<file path="config.mk">
export PLATFORM = sky130hd
export DESIGN_NAME = fifo_drain_stage
export DESIGN_NICKNAME = d
export VERILOG_FILES = /design/src/rtl/fifo_drain_pkg.sv /design/src/rtl/fifo_drain_stage_ff.sv /design/src/rtl/fifo_drain_stage.sv
export SDC_FILE = /design/constraint.sdc
export NUM_CORES = 1
export LEC_CHECK = 0
export CAP_MARGIN = 10
export CORE_MARGIN = 8
export CORE_UTILIZATION = 45
export CTS_CLUSTER_DIAMETER = 150
export CTS_CLUSTER_SIZE = 20
export DETAILED_ROUTE_END_ITERATION = 12
export PLACE_DENSITY_LB_ADDON = 0.25
export REMOVE_ABC_BUFFERS = 1
export SETUP_SLACK_MARGIN = 0.15
export SYNTH_ARGS = -nofsm -noshare
export SYNTH_HDL_FRONTEND = slang
export SYNTH_SLANG_ARGS = --single-unit
</file>
<file path="constraint.sdc">
create_clock -name clk -period 3.5 [get_ports clk]
set_clock_uncertainty 0.15 [all_clocks]
set_input_delay 0.7 -clock clk [delete_from_list [all_inputs] [get_ports clk]]
set_output_delay 0.7 -clock clk [all_outputs]
set_load 0.03 [all_outputs]
</file>
<file path="src/rtl/fifo_drain_pkg.sv">
// Shared state encoding for the FIFO drain stage skid buffer.
package fifo_drain_pkg;
  localparam int ST_W = 2;

  typedef enum logic [ST_W-1:0] {
    ST_EMPTY = 2'd0,
    ST_ONE   = 2'd1,
    ST_TWO   = 2'd2
  } state_t;
endpackage

</file>
<file path="src/rtl/fifo_drain_stage_ff.sv">
// Enabled register with synchronous active-high reset to INIT; no latency beyond one edge.
module fifo_drain_stage_ff #(
  parameter int               WIDTH = 8,
  parameter logic [WIDTH-1:0] INIT  = '0
) (
  input  logic             clk,
  input  logic             rst,
  input  logic             en,
  input  logic [WIDTH-1:0] D,
  output logic [WIDTH-1:0] Q
);
  always_ff @(posedge clk) begin
    if (rst)     Q <= INIT;
    else if (en) Q <= D;
  end
endmodule

</file>
<file path="src/rtl/fifo_drain_stage.sv">
// FIFO empty/pop to registered valid/ready via 2-entry skid; 1-cycle latency, pop never depends on out_ready.
// Optional FIFO_DRAIN_STAGE_FORMAL_EN embeds interface assertions; port list and behaviour are unchanged.
module fifo_drain_stage
  import fifo_drain_pkg::*;
#(
  parameter int WIDTH  = 8,
  parameter int CNTWID = 16
) (
  input  logic              clk,
  input  logic              rst,
  input  logic              fifo_empty,
  input  logic [WIDTH-1:0]  fifo_data,
  output logic              fifo_pop,
  output logic              out_valid,
  input  logic              out_ready,
  output logic [WIDTH-1:0]  out_data,
  output logic [1:0]        occupancy,
  output logic [CNTWID-1:0] xfer_count
);
  logic              w_fire;
  logic              w_h_en;
  logic              w_s_en;
  logic [WIDTH-1:0]  w_h_d;
  logic [WIDTH-1:0]  w_h_q;
  logic [WIDTH-1:0]  w_s_q;
  logic [ST_W-1:0]   w_state_q;
  state_t            w_state;
`ifdef FIFO_DRAIN_STAGE_FORMAL_EN
  (* keep *) state_t w_state_nxt;
`else
  state_t            w_state_nxt;
`endif
  logic [CNTWID-1:0] r_xfer_cnt;

  assign w_state    = state_t'(w_state_q);
  assign fifo_pop   = !rst && !fifo_empty && (w_state != ST_TWO);
  assign out_valid  = (w_state != ST_EMPTY);
  assign out_data   = w_h_q;
  assign occupancy  = w_state_q;
  assign w_fire     = out_valid && out_ready;
  assign xfer_count = r_xfer_cnt;

  // A popped word goes to H when H frees up this cycle, otherwise parks in S.
  always_comb begin
    w_state_nxt = w_state;
    w_h_en      = 1'b0;
    w_s_en      = 1'b0;
    w_h_d       = fifo_data;
    case (w_state)
      ST_EMPTY: begin
        if (fifo_pop) begin
          w_state_nxt = ST_ONE;
          w_h_en      = 1'b1;
        end
      end
      ST_ONE: begin
        if (fifo_pop && w_fire) begin
          w_h_en = 1'b1;
        end else if (fifo_pop) begin
          w_state_nxt = ST_TWO;
          w_s_en      = 1'b1;
        end else if (w_fire) begin
          w_state_nxt = ST_EMPTY;
        end
      end
      ST_TWO: begin
        if (w_fire) begin
          w_state_nxt = ST_ONE;
          w_h_en      = 1'b1;
          w_h_d       = w_s_q;
        end
      end
      default: w_state_nxt = ST_EMPTY;
    endcase
  end

  fifo_drain_stage_ff #(.WIDTH(WIDTH)) u_h_reg (
    .clk(clk), .rst(rst), .en(w_h_en), .D(w_h_d), .Q(w_h_q)
  );

  fifo_drain_stage_ff #(.WIDTH(WIDTH)) u_s_reg (
    .clk(clk), .rst(rst), .en(w_s_en), .D(fifo_data), .Q(w_s_q)
  );

  fifo_drain_stage_ff #(.WIDTH(ST_W)) u_state_reg (
    .clk(clk), .rst(rst), .en(1'b1), .D(w_state_nxt), .Q(w_state_q)
  );

  always_ff @(posedge clk) begin
    if (rst)         r_xfer_cnt <= '0;
    else if (w_fire) r_xfer_cnt <= r_xfer_cnt + CNTWID'(1);
  end

`ifdef FIFO_DRAIN_STAGE_FORMAL_EN
  logic             r_fv_stall;
  logic [WIDTH-1:0] r_fv_data;

  always_ff @(posedge clk) begin
    if (rst) begin
      r_fv_stall <= 1'b0;
      r_fv_data  <= '0;
    end else begin
      r_fv_stall <= out_valid && !out_ready;
      r_fv_data  <= out_data;
    end
  end

  always @(posedge clk) begin
    if (!rst) begin
      assert (!(fifo_pop && fifo_empty));
      assert (occupancy <= 2'd2);
      if (r_fv_stall) assert (out_valid && (out_data == r_fv_data));
      if (fifo_pop) assert (w_state != ST_TWO);
    end
  end
`endif
endmodule

</file>
### After elaboration in Yosys (flattened, before gate mapping)

Cells that the tools add are included.

* register bits after elaboration: 34
* input port bits: 12
* output and inout bits: 28
* word-level logic and storage cells: 35

* add/sub/neg operators: 1
* equality and inequality tests: 7
* mux-type cells: 14
* reductions and logical operators: 9

Operators with widths (number)
* adder 16 x 1 -> 16 bit, second input constant: 1
* two-way mux 8 bit: 2
* two-way mux 2 bit: 5
* != test 2 bit, second input constant: 4
* case mux 2 bit (3 select lines): 1
* two-way mux 1 bit: 5
* logical AND 1 bit: 4
* AND reduction 4 bit: 1
* != test 3 bit, second input constant: 1
* case mux 1 bit (3 select lines): 1
* equality test 2 x 1 -> 1 bit, second input constant: 1
* equality test 2 bit, second input constant: 1
* logical NOT 1 bit: 2
* logical NOT 2 bit: 1
* nonzero test 2 bit: 1

### Logic depth before layout (Yosys ltp)

* depth in word-level cells: 6
* depth in mapped cells: 6
* mapped depth without buffers: 5

### Modules after synthesis

From an unflattened synthesis, not the netlist that was laid out.

* cell total of the unflattened synthesis: 168
* area, all modules: 1594.0 um^2

By module, submodules not included
* fifo_drain_stage: times used 1, cells each 110, area each 955.9 um^2, seq. area each 320.3 um^2
* fifo_drain_stage_ff at u_h_reg ...: times used 2, cells each 26, area each 285.3 um^2, seq. area each 160.2 um^2
* fifo_drain_stage_ff at u_state_reg: times used 1, cells each 6, area each 67.6 um^2, seq. area each 40.0 um^2

### Least setup slack after synthesis

No wires, ideal clock.

* path type: input-to-output
* from: in rst
* to: out fifo_pop
* data arrival time: 1.820 ns
* path slack: 0.830 ns
* cell stages on the path: 3
* path buffers: 2
* cells stage by stage: clkbuf_1 -> clkbuf_1 -> nor3_1

* longest elaborated chain between the ends: 3

Ends and longest elaborated chain
* start, declared: RTL line fifo_drain_stage.sv:10 `input logic rst,`
* logical NOT 1 bit: RTL line fifo_drain_stage.sv:36 `assign fifo_pop = !rst && !fifo_empty && (w_state != ST_TWO);`
* logical AND 1 bit (2 in series): RTL line fifo_drain_stage.sv:36
* end, declared: RTL line fifo_drain_stage.sv:13 `output logic fifo_pop,`

Every way passes these cells.

### Worst setup path in the final report

* from: in out_ready
* to: reg u_h_reg.Q[0]

* longest elaborated chain between the ends: 4
* elaborated cells between the ends (all ways): 7
* classes of those cells: 5 x mux; 2 x reduce/logical

Ends and longest elaborated chain
* start, declared: RTL line fifo_drain_stage.sv:15 `input logic out_ready,`
* logical AND 1 bit *: RTL line fifo_drain_stage.sv:40 `assign w_fire = out_valid && out_ready;`
* logical AND 1 bit: RTL line fifo_drain_stage.sv:57 `if (fifo_pop && w_fire) begin`
* two-way mux 1 bit: RTL line fifo_drain_stage.sv:57
* case mux 1 bit (3 select lines): RTL line fifo_drain_stage.sv:49 `case (w_state)`
* end signal, assigned: RTL line fifo_drain_stage_ff.sv:13 `if (rst) Q <= INIT;`
* end signal, assigned: RTL line fifo_drain_stage_ff.sv:14 `else if (en) Q <= D;`
* end, declared: RTL line fifo_drain_stage_ff.sv:10 `output logic [WIDTH-1:0] Q`

Mark *: on every way between the ends. The rest lies on a longest branch, timed or not.
A chain may end at the register's enable or synchronous reset.

==> flow_metrics.env <==
export IMPL_crit_family="compound AO/OA/AOI/OAI gates"
export IMPL_cts_repair_resized=0
export IMPL_grt_overflow_total=0
export IMPL_cp_num_buf_inv=1
export IMPL_vias=1396
export IMPL_initialDrtViolationCount=80
export IMPL_wl_met1_mm=1.57
export IMPL_io_pins=40
export IMPL_met2RoutedLength_mm=1.79
export IMPL_synth_async_reset_ratio=0
export IMPL_die_h_um=74.1
export IMPL_drcViolationCount=0
export IMPL_dpl_worst_slack_ns=0.460
export IMPL_synth_yosys_warnings=0
export IMPL_clk_latency_ns=0.33
export IMPL_seq_area_um2=681
export IMPL_drt_total_wl_mm=3.62
export IMPL_first_global_vias=1310
export IMPL_initial_utilization=0.463
export IMPL_critPathRequiredTime_ns=3.58
export IMPL_stdcell_area_um2=2030
export IMPL_io_buffers=39
export IMPL_layout_commonest_cell="clkdlybuf4s50_1"
export IMPL_tns_ns=0
export IMPL_layout_nets=221
export IMPL_ys_seq_area_frac=0.447
export IMPL_finalMaxSlewViolations=0
export IMPL_synth_seq_cells=34
export IMPL_layout_setup_ws_ns=0.827
export IMPL_fin_crit_ns=2.67
export IMPL_hold_viol=0
export IMPL_clk_pin_slew_ns=0.10
export IMPL_cts_root_buf="clkbuf_4"
export IMPL_ir_worst_vdd_uv=374
export IMPL_p_per_area_nw_per_um2=399
export IMPL_antenna_found_initial=0
export IMPL_drt_pass1_iter_count=4
export IMPL_max_freq_mhz=374
export IMPL_fin_crit_sh=0.764
export IMPL_cts_tree="yes"
export IMPL_clock_sinks=34
export IMPL_insertedDiodeCount=0
export IMPL_crit_type="primary input to register"
export IMPL_cts_max_path_buffers=2
export IMPL_cp_arrival_ns=2.75
export IMPL_die_area_um2=5500
export IMPL_coreArea_um2=3280
export IMPL_drv_cap=0
export IMPL_topRoutingLayerUsed="met4"
export IMPL_die_w_um=74.1
export IMPL_cp_start_kind="primary input"
export IMPL_max_slew_margin=0.431
export IMPL_path_max_fanout=16
export IMPL_gp_congestion=0.766
export IMPL_fin_util=0.618
export IMPL_vias_per_cell=5.50
export IMPL_netlist_cell_type_count=36
export IMPL_cts_buffers=5
export IMPL_setup_violations=0
export IMPL_synth_avg_cell_area_um2=9.00
export IMPL_wl_met3_um=179
export IMPL_placed_area_um2=1950
export IMPL_antenna_left=0
export IMPL_htree_levels=2
export IMPL_synth_cells=169
export IMPL_worst_pin_slew_ns=0.850
export IMPL_wl_per_cell_um=14.3
export IMPL_hpwl_mm=2.66
export IMPL_grt_pass1_wl_mm=5.89
export IMPL_leakage_nw=0.703
export IMPL_final_layout_size_suffix_gt1_frac=0.0913
export IMPL_cts_setup_buffers=0
export IMPL_synth_top_flop_cell="dfxtp_1"
export IMPL_worstSetupEndpointType="register"
export IMPL_multi_input_area_um2=790
export IMPL_num_fill_cells=283
export IMPL_rsz0062_at_grt="no"
export IMPL_netlist_area_um2=1520
export IMPL_grt_usage=0.136
export IMPL_hold_buffers=0
export IMPL_num_rows=21
export IMPL_slowest_delay_ns=0.83
export IMPL_slowest_stage="clkdlybuf4s50_1"
export IMPL_synth_edff_count=0
export IMPL_layout_common_cells="clkdlybuf4s50_1 (38), dfxtp_1 (34), nor2_1 (29)"
export IMPL_grt_max_degree=21
export IMPL_hold_class="register to register"
export IMPL_path_cells="clkdlybuf4s50_1 -> nor2b_2 -> o41ai_4 -> nor2_1 -> a311oi_1"
export IMPL_status="complete, no violations"
export IMPL_area_delta_synth_final_pct=33.5
final timing paths:
| kind | start | end | slack [ns] | depth (start not counted) |
|---|---|---|---|---|
| setup / recovery | out_ready | u_h_reg.Q[0] | 0.83 | 5 |
| setup reg to reg | u_state_reg.Q[1] | xfer_count[13] | 1.45 | 4 |
| hold / removal | u_s_reg.Q[7] | u_h_reg.Q[7] | 0.34 | 2 |
| hold reg to reg | u_s_reg.Q[7] | u_h_reg.Q[7] | 0.34 | 2 |
flip-flops by register name, indices dropped and copies added, names as in the netlist:
name / flops
u_h_reg.Q: 8
u_s_reg.Q: 8
u_state_reg.Q: 2
xfer_count: 16
where the power goes:
group / internal (mW) / switching, mW
registers: 0.398 / 0.0106
logic: 0.0499 / 0.0618
clock network: 0.166 / 0.123
synthesized netlist by cell type, drive strengths merged, types with 4 or more instances:
master / n / area (um^2)
nor2: 29 / 109
or4: 4 / 30.0
mux2i: 10 / 100
buf: 4 / 27.5
clkbuf: 7 / 26.3
a311oi: 8 / 70.1
xor2: 6 / 52.6
a21oi: 7 / 35.0
nand4: 4 / 31.3
nand2: 13 / 51.3
dfxtp: 34 / 681
nand3: 12 / 60.1
o31ai: 4 / 30.0
routing by layer:
| layer | vias to the layer above | GRT usage |
|---|---|---|
| li1 | 686 | - |
| met1 | 665 | 0.154 |
| met2 | 35 | 0.227 |
| met3 | 10 | 0.0445 |
| met4 | 0 | 0.0599 |
| met5 | - | 0 |
metrics by stage:
step                      total power, mW  std cells  hold WS, ns
final                               0.810        254        0.340
after global routing                0.838        254        0.369
after CTS                           0.816        254        0.342
after detailed placement            0.530        247        0.332
after global placement              0.527        247        0.313
after floorplan                     0.472        158        0.310
worst min-delay path, delay by kind of cell, from the launching register on:
| family | cells | cell delay [ns] |
|---|---|---|
| flops | 1 | 0.32 |
| compound gates | 1 | 0.08 |
| simple gates | 1 | 0.06 |
cells by family after synthesis:
| logic type | synth area share |
|---|---|
| compound gates | 0.132 |
| simple gates | 0.257 |
| buf+inv | 0.0378 |
| flops | 0.447 |
| mux | 0.0658 |
| fa+ha+maj | 0.00822 |
| xor+xnor | 0.0518 |
final cells by class:
class                      count  share of cell area
sequential                    34               0.335
multi-input combinational    123               0.389
clock inverter                 1              0.0148
timing repair buffer          43               0.206
inverter                       1             0.00185
clock buffer                   6              0.0253
tap                           46              0.0283
(Power assumes the default switching activity.)
